[config.mk]
export PLATFORM = sky130hd
export DESIGN_NAME = uart_rx_msg_reg
export DESIGN_NICKNAME = d
export VERILOG_FILES = /design/src/rtl/uart_rx_msg_reg.sv
export SDC_FILE = /design/constraint.sdc
export NUM_CORES = 1
export LEC_CHECK = 0
export ABC_AREA = 1
export CORE_MARGIN = 2
export CORE_UTILIZATION = 30
export CTS_CLUSTER_DIAMETER = 120
export CTS_CLUSTER_SIZE = 40
export DETAILED_ROUTE_END_ITERATION = 8
export PLACE_DENSITY = 0.49
export SLEW_MARGIN = 20
export SYNTH_ARGS = -nofsm -noshare
export SYNTH_HDL_FRONTEND = slang
export SYNTH_SLANG_ARGS = --single-unit
[constraint.sdc]
create_clock -name clk -period 1.7 [get_ports clk]
set_input_delay 0.34 -clock clk [delete_from_list [all_inputs] [get_ports clk]]
set_output_delay 0.34 -clock clk [all_outputs]
set_load 0.02 [all_outputs]
[src/rtl/uart_rx_msg_reg.sv]
// uart_rx_msg_reg
//   8N1 UART receiver with a single-byte holding register. Deserialises
//   rx_serial (LSB first) and presents each good byte to the game controller
//   through a valid/ack handshake. Bad stop bits and unconsumed-byte overruns
//   are flagged with one-cycle pulses.
//
// Ports
//   clk         system clock
//   nRst        asynchronous active-low reset
//   rx_serial   asynchronous serial line, idle high
//   rx_ack      consumer acknowledge; clears rx_valid
//   rx_byte     last accepted byte
//   rx_valid    rx_byte holds an unconsumed byte
//   rx_busy     receiver is inside a frame (FSM not idle)
//   framing_err one-cycle pulse: stop bit sampled low
//   overrun     one-cycle pulse: byte completed while previous one unconsumed

module uart_rx_msg_reg #(
    parameter int unsigned CLKS_PER_BIT = 100
) (
    input  logic       clk,
    input  logic       nRst,
    input  logic       rx_serial,
    input  logic       rx_ack,
    output logic [7:0] rx_byte,
    output logic       rx_valid,
    output logic       rx_busy,
    output logic       framing_err,
    output logic       overrun
);

    localparam int unsigned CNT_W = (CLKS_PER_BIT > 1) ? $clog2(CLKS_PER_BIT) : 1;
    localparam logic [CNT_W-1:0] BIT_LAST  = CNT_W'(CLKS_PER_BIT - 1);
    localparam logic [CNT_W-1:0] HALF_LAST = CNT_W'(CLKS_PER_BIT / 2 - 1);

    localparam logic [1:0] StIdle  = 2'd0;
    localparam logic [1:0] StStart = 2'd1;
    localparam logic [1:0] StData  = 2'd2;
    localparam logic [1:0] StStop  = 2'd3;

    // Input synchroniser
    logic rx_meta_q, rx_s_q;

    // Receiver state
    logic [1:0]       state_q, state_d;
    logic [CNT_W-1:0] clk_cnt_q, clk_cnt_d;
    logic [2:0]       bit_cnt_q, bit_cnt_d;
    logic [7:0]       shift_q, shift_d;
    // Line has been seen high since the last frame ended; a held-low line
    // (break) must go high again before a new start bit is recognised.
    logic             seen_high_q, seen_high_d;

    // Holding register and flags
    logic [7:0] rx_byte_q, rx_byte_d;
    logic       rx_valid_q, rx_valid_d;
    logic       rx_busy_q, rx_busy_d;
    logic       framing_err_q, framing_err_d;
    logic       overrun_q, overrun_d;

    // Strobes from the FSM at the mid-stop sample
    logic accept;
    logic frame_bad;

    always_ff @(posedge clk or negedge nRst) begin
        if (!nRst) begin
            rx_meta_q <= 1'b1;
            rx_s_q    <= 1'b1;
        end else begin
            rx_meta_q <= rx_serial;
            rx_s_q    <= rx_meta_q;
        end
    end

    always_comb begin
        state_d     = state_q;
        clk_cnt_d   = clk_cnt_q;
        bit_cnt_d   = bit_cnt_q;
        shift_d     = shift_q;
        seen_high_d = seen_high_q;
        accept      = 1'b0;
        frame_bad   = 1'b0;

        unique case (state_q)
            StIdle: begin
                clk_cnt_d = '0;
                bit_cnt_d = '0;
                if (rx_s_q) begin
                    seen_high_d = 1'b1;
                end else if (seen_high_q) begin
                    state_d     = StStart;
                    seen_high_d = 1'b0;
                end
            end

            StStart: begin
                if (clk_cnt_q == HALF_LAST) begin
                    clk_cnt_d = '0;
                    bit_cnt_d = '0;
                    if (!rx_s_q) begin
                        state_d = StData;
                    end else begin
                        // Start glitch: line already back high, so it counts as seen high.
                        state_d     = StIdle;
                        seen_high_d = 1'b1;
                    end
                end else begin
                    clk_cnt_d = clk_cnt_q + 1'b1;
                end
            end

            StData: begin
                if (clk_cnt_q == BIT_LAST) begin
                    clk_cnt_d = '0;
                    shift_d   = {rx_s_q, shift_q[7:1]};
                    bit_cnt_d = bit_cnt_q + 3'd1;
                    if (bit_cnt_q == 3'd7) begin
                        state_d = StStop;
                    end
                end else begin
                    clk_cnt_d = clk_cnt_q + 1'b1;
                end
            end

            StStop: begin
                if (clk_cnt_q == BIT_LAST) begin
                    // Leave at mid stop bit so an immediately following start edge is caught.
                    clk_cnt_d = '0;
                    state_d   = StIdle;
                    if (rx_s_q) begin
                        accept      = 1'b1;
                        seen_high_d = 1'b1;
                    end else begin
                        frame_bad   = 1'b1;
                        seen_high_d = 1'b0;
                    end
                end else begin
                    clk_cnt_d = clk_cnt_q + 1'b1;
                end
            end

            default: begin
                state_d = StIdle;
            end
        endcase
    end

    always_comb begin
        rx_byte_d     = rx_byte_q;
        rx_valid_d    = rx_valid_q;
        framing_err_d = frame_bad;
        overrun_d     = 1'b0;
        rx_busy_d     = (state_d != StIdle);

        if (accept) begin
            // An ack on the accept cycle frees the register for the new byte.
            if (!rx_valid_q || rx_ack) begin
                rx_byte_d  = shift_q;
                rx_valid_d = 1'b1;
            end else begin
                overrun_d = 1'b1;
            end
        end else if (rx_ack) begin
            rx_valid_d = 1'b0;
        end
    end

    always_ff @(posedge clk or negedge nRst) begin
        if (!nRst) begin
            state_q       <= StIdle;
            clk_cnt_q     <= '0;
            bit_cnt_q     <= '0;
            shift_q       <= '0;
            seen_high_q   <= 1'b0;
            rx_byte_q     <= 8'h00;
            rx_valid_q    <= 1'b0;
            rx_busy_q     <= 1'b0;
            framing_err_q <= 1'b0;
            overrun_q     <= 1'b0;
        end else begin
            state_q       <= state_d;
            clk_cnt_q     <= clk_cnt_d;
            bit_cnt_q     <= bit_cnt_d;
            shift_q       <= shift_d;
            seen_high_q   <= seen_high_d;
            rx_byte_q     <= rx_byte_d;
            rx_valid_q    <= rx_valid_d;
            rx_busy_q     <= rx_busy_d;
            framing_err_q <= framing_err_d;
            overrun_q     <= overrun_d;
        end
    end

    assign rx_byte     = rx_byte_q;
    assign rx_valid    = rx_valid_q;
    assign rx_busy     = rx_busy_q;
    assign framing_err = framing_err_q;
    assign overrun     = overrun_q;

endmodule

-- Word-level counts from Yosys, hierarchy flattened
Cells that the tools add are included.
- add/sub/neg operators: 2
- $mul: 0
- divide/modulo/power cells: 0
- $lt $le $gt $ge: 0
- eq/ne operators: 11
- shifts and indexed selects: 0
- mux-type cells: 29
- bitwise logic cells: 0
- reductions and logical operators: 13
- operator list (cell ; number):
    $pmux W7 S3 ; 1
    $mux W1 ; 14
    $mux W2 ; 7
    $mux W7 ; 2
    $pmux W3 S3 ; 1
    $ne A2 B2 Y1 const B ; 4
    $pmux W2 S4 ; 1
    $add A7 B1 Y7 const B ; 1
    $eq A7 B6 Y1 const B ; 1
    $eq A7 B7 Y1 const B ; 1
    $mux W3 ; 2
    $reduce_and A2 Y1 ; 3
    $reduce_bool A3 Y1 ; 2
    $eq A2 B2 Y1 const B ; 2
    $reduce_and A4 Y1 ; 1
    $reduce_bool A2 Y1 ; 2
    $add A3 B1 Y3 const B ; 1
    $eq A3 B3 Y1 const B ; 1
    $pmux W1 S3 ; 1
    $reduce_and A3 Y1 ; 1
    $eq A2 B1 Y1 const B ; 1
    $logic_not A2 Y1 ; 1
    $ne A2 B1 Y1 const B ; 1
    $reduce_or A2 Y1 ; 1
    2 further kinds ; 2
- register bits after elaboration: 35
- bits in latches: 0
- bits in writable memories: 0
- memory bits (read-only): 0
- output and inout port bits: 12
- word-level logic and storage cells: 67
- memories kept: 0

-- Longest topological paths before layout
Gate-level depths: netlist (run 1).
- word-level depth: 5
- gate-level depth with buffers: 9
- depth with buffers taken out: 9

-- Least setup slack after synthesis (run 1)
OpenSTA, ideal clock, no wires.
- path kind: flip-flop to flip-flop
- from: register clk_cnt_q[0]
- to: register bit_cnt_q[0]
- setup time: 65 ps
- arrival: 1311 ps
- slack: 324 ps
- cell stages (with the launch flop): 7
- buffers on the path: 0
- period minus slack after synthesis: 1376 ps
- path through: dfrtp_1 ha_1 nand2_1 nor2_1 nand3_2 or2_2 nand2_1
- longest elaborated chain between the ends: 3
- elaborated cells between the ends (all ways): 5
- those cells by class: eq/ne: 4; reduce/logical: 1
- RTL lines (what ; RTL line ; text):
    from (decl) ; 46 ; logic [CNT_W-1:0] clk_cnt_q, clk_cnt_d;
    from (signal assigned) ; 181 ; clk_cnt_q <= clk_cnt_d;
    $eq A7 B7 Y1 / $eq A7 B6 Y1 (equally long branches) ; 112, 96 ;
    $ne A2 B2 Y1 (no line) ; n/a ;
    $reduce_and A3 Y1 (no line) * ; n/a ;
    to (signal assigned) ; 182 ; bit_cnt_q <= bit_cnt_d;
    to (decl) ; 47 ; logic [2:0] bit_cnt_q, bit_cnt_d;
Every way passes the cells marked *; elsewhere a longest branch is shown, timed or not.
A chain may end at the register's enable or synchronous reset.

-- Worst setup path in the final report (run 1)
- from: register rx_byte_q[7], in the netlist rx_byte[7]
- to: output rx_byte[7]
- RTL lines (what ; RTL line ; text):
    from (decl) ; 54 ; logic [7:0] rx_byte_q, rx_byte_d;
    from (signal assigned) ; 185 ; rx_byte_q <= rx_byte_d;
    to (decl) ; 25 ; output logic [7:0] rx_byte,
No word-level cell between the ends.

==> results of run 1 <==
-- state kept, by name, summed over array words and instances, names as in the netlist --
register and count:
framing_err 1, bit_cnt_q 3, rx_valid 1, rx_s_q 1
shift_q 8, rx_meta_q 1, state_q 2, seen_high_q 1
clk_cnt_q 7, rx_byte 8, overrun 1, rx_busy 1
-- synthesized netlist by cell type --
| cell | count | area, um^2 |
|---|---|---|
| buf_6 | 2 | 22.5 |
| dfrtp_1 | 33 | 826 |
| dfstp_2 | 2 | 52.6 |
| ha_1 | 4 | 50.1 |
| inv_1 | 23 | 86.3 |
| nand2_1 | 42 | 158 |
| nand2_2 | 2 | 12.5 |
| nand3_1 | 8 | 40.0 |
| nand3_2 | 1 | 10.0 |
| nand3b_1 | 1 | 7.51 |
| nand4_1 | 2 | 12.5 |
| nand4_4 | 1 | 21.3 |
| nor2_1 | 20 | 75.1 |
| nor2_4 | 2 | 22.5 |
| nor3_1 | 1 | 5.00 |
| o21ai_0 | 9 | 45.0 |
| o21ai_2 | 8 | 70.1 |
| or2_2 | 1 | 6.26 |
| xnor2_1 | 2 | 17.5 |
| xor2_1 | 2 | 17.5 |
-- path summary, 6_finish.rpt --
path | cells past startpoint | to | slack [ps] | start
setup reg to reg | 7 | shift_q[3] | 160 | clk_cnt_q[0]
setup / recovery | 1 | rx_byte[7] | 80 | rx_byte[7]
max in group asynchronous | 2 | rx_meta_q | 1030 | nRst
hold / removal | 0 | rx_s_q | 350 | rx_meta_q
min in group asynchronous | 2 | clk_cnt_q[2] | 410 | nRst
hold reg to reg | 0 | rx_s_q | 350 | rx_meta_q
-- layer usage --
metal | vias up | global-route usage, % | share of wire, %
met2 | 26 | 20.2 | 49
li1 | 559 | - | -
met3 | 9 | 3.20 | 3.7
met5 | - | 0 | 0
met1 | 534 | 12.8 | 45
met4 | 0 | 6.36 | 2.2
-- worst register-to-register path, cell delays in order, from the launching register on --
cell and delay (ps):
dfrtp_1 430, ha_2 270, nand2_1 70, nor2_1 110, nand3_2 200, buf_12 220
nand2_1 50, o21ai_0 80
-- kinds of logic (layout without fill, tap and decap cells) --
| logic type | Yosys count | in the layout | synth area share (%) |
|---|---|---|---|
| AND/OR/NAND/NOR | 81 | 81 | 23.8 |
| AO/OA/AOI/OAI | 17 | 17 | 7.39 |
| adder cells (fa/ha/maj) | 4 | 4 | 3.21 |
| buffers and inverters | 25 | 48 | 6.99 |
| XOR/XNOR | 4 | 4 | 2.25 |
| flip-flops | 35 | 35 | 56.4 |
-- final cells by class --
cell class | count | area [um^2]
Tap cell | 70 | 87.6
Inverter | 23 | 86.3
Clock buffer | 5 | 68.8
Clock inverter | 3 | 67.6
Fill cell | 539 | 3120
Multi-Input combinational cell | 106 | 573
Sequential cell | 35 | 878
Timing Repair Buffer | 17 | 190
-- per-stage QoR --
stage          util [%]  setup WS [ps]  std cells  area (um^2)  power (mW)
2_1_floorplan         -            324        166         1560        1.28
3_3_place_gp       35.7           85.5        251         1810        1.39
3_5_place_dp       35.7           34.1        251         1810        1.41
4_1_cts            38.4           60.0        259         1950        2.32
5_1_grt            38.5           26.1        259         1950        2.42
6_report           38.5           82.5        259         1950        2.28
-- what timing repair did --
action                     4_1_cts  5_1_grt
gates resized for setup          0        1
hold buffers                     0        0
setup endpoints to repair        0        1
buffers inserted                 0        0
-- power by group --
group	internal (mW)	switching [mW]	total, mW
clock	0.585	0.312	0.897
combinational	0.152	0.217	0.369
sequential	0.920	0.0959	1.02
-- cells in the final DEF, fill, tap and decap left out, drive strengths merged, types with 3 or more instances in the layout --
cell type and n:
nand3 9, inv 23, ha 4, nor2 22
nand2 44, o21ai 17, clkbuf 5, clkdlybuf4s50 15
nand4 3, dfrtp 33
==> metrics.txt, run 1 <==
outcome=finished clean; Antenna diodes=0; Max Slew Vio Count=0; vias in the first global route=1203; Fin Hold WS=354 ps; routability cong.=0.893; crit-path cells=clkdlybuf4s50_1; drt wl/cell=11.5 um; initial antenna violation count=0; Initial Util=30.7%; htree depth=2; CORE AREA=5070 um^2; drt drc=0; Yosys warning total=0; Max Root-Sink Buffers=2; first-pass GRT wire length=5310 um; Yosys cell types=20; crit-path max cell delay=610 ps; Row Count=26; Layout area overhead=25.3%; Clk Latency, worst-skew pair=290 ps; Via Count=1128; number of I/O pins=16; Port-buffer cells=15; layout cell share with drive strength beyond 1=14.8%; cells after synthesis=166; clk sinks=35; HP Class=register to register; CTS tree=built; count of final setup violators=0; worst-margin pin slew=328 ps; Slew headroom=78.1%; Synth Cell Area=1560 um^2; slowest CP cell=clkdlybuf4s50_1; largest net degree at the start of global routing=36; Die H=76.1 um; Final Hold Fails=0; Die Wd=76.1 um; mean post-synth cell area=9.38 um^2; CP Buf/Inv Count=1; Cell Pwr Density=1170 nW/um^2; crit path max fanout=2; RSZ-0062 raised after global routing=no; Clock Tree Root=clkbuf_8; DIE AREA=5790 um^2; CP Data Required Time=1360 ps; overall routing resource usage=11.6%; Num CTS Buffers=5; Routed WL=2970 um; Pre-antenna DRT Iters=4; Remaining Overflow, GRT=0; Max-Cap Viols=0; Iter 0 DRT Violations=73; minimum clock period=1620 ps; number of nets in the layout=196; VDD IR max=0.483 mV; Antenna Violating Nets Remaining=0; CP Class=register to output port; post-synth net total=174; register area share after synthesis=56.4%; cell leakage power=0.925 nW; crit path capture type=output port; startpoint types=register; Yosys reg bits=35; Detailed Place HPWL=2170 um; crit path DAT=1280 ps; clock-pin slew on the worst setup and hold paths=80 ps; setup TNS=0 ps; routed vias/inst=4.36; clk_skew=7.69 ps; fmax=618 MHz; period utilization=95.1%; Top delay family on crit path=buffers and inverters
No activity file was read; power rests on OpenSTA's default activity.
==> inputs of run 2 (changes only) <==
--- a/config.mk
+++ b/config.mk
@@ -11,6 +11,7 @@
 export CTS_CLUSTER_DIAMETER = 120
 export CTS_CLUSTER_SIZE = 40
 export DETAILED_ROUTE_END_ITERATION = 8
+export HOLD_SLACK_MARGIN = 0.05
 export PLACE_DENSITY = 0.49
 export SLEW_MARGIN = 20
 export SYNTH_ARGS = -nofsm -noshare
==> results of run 2 <==
Same layout as run 1: the final DEF is identical, and so are final timing and power.
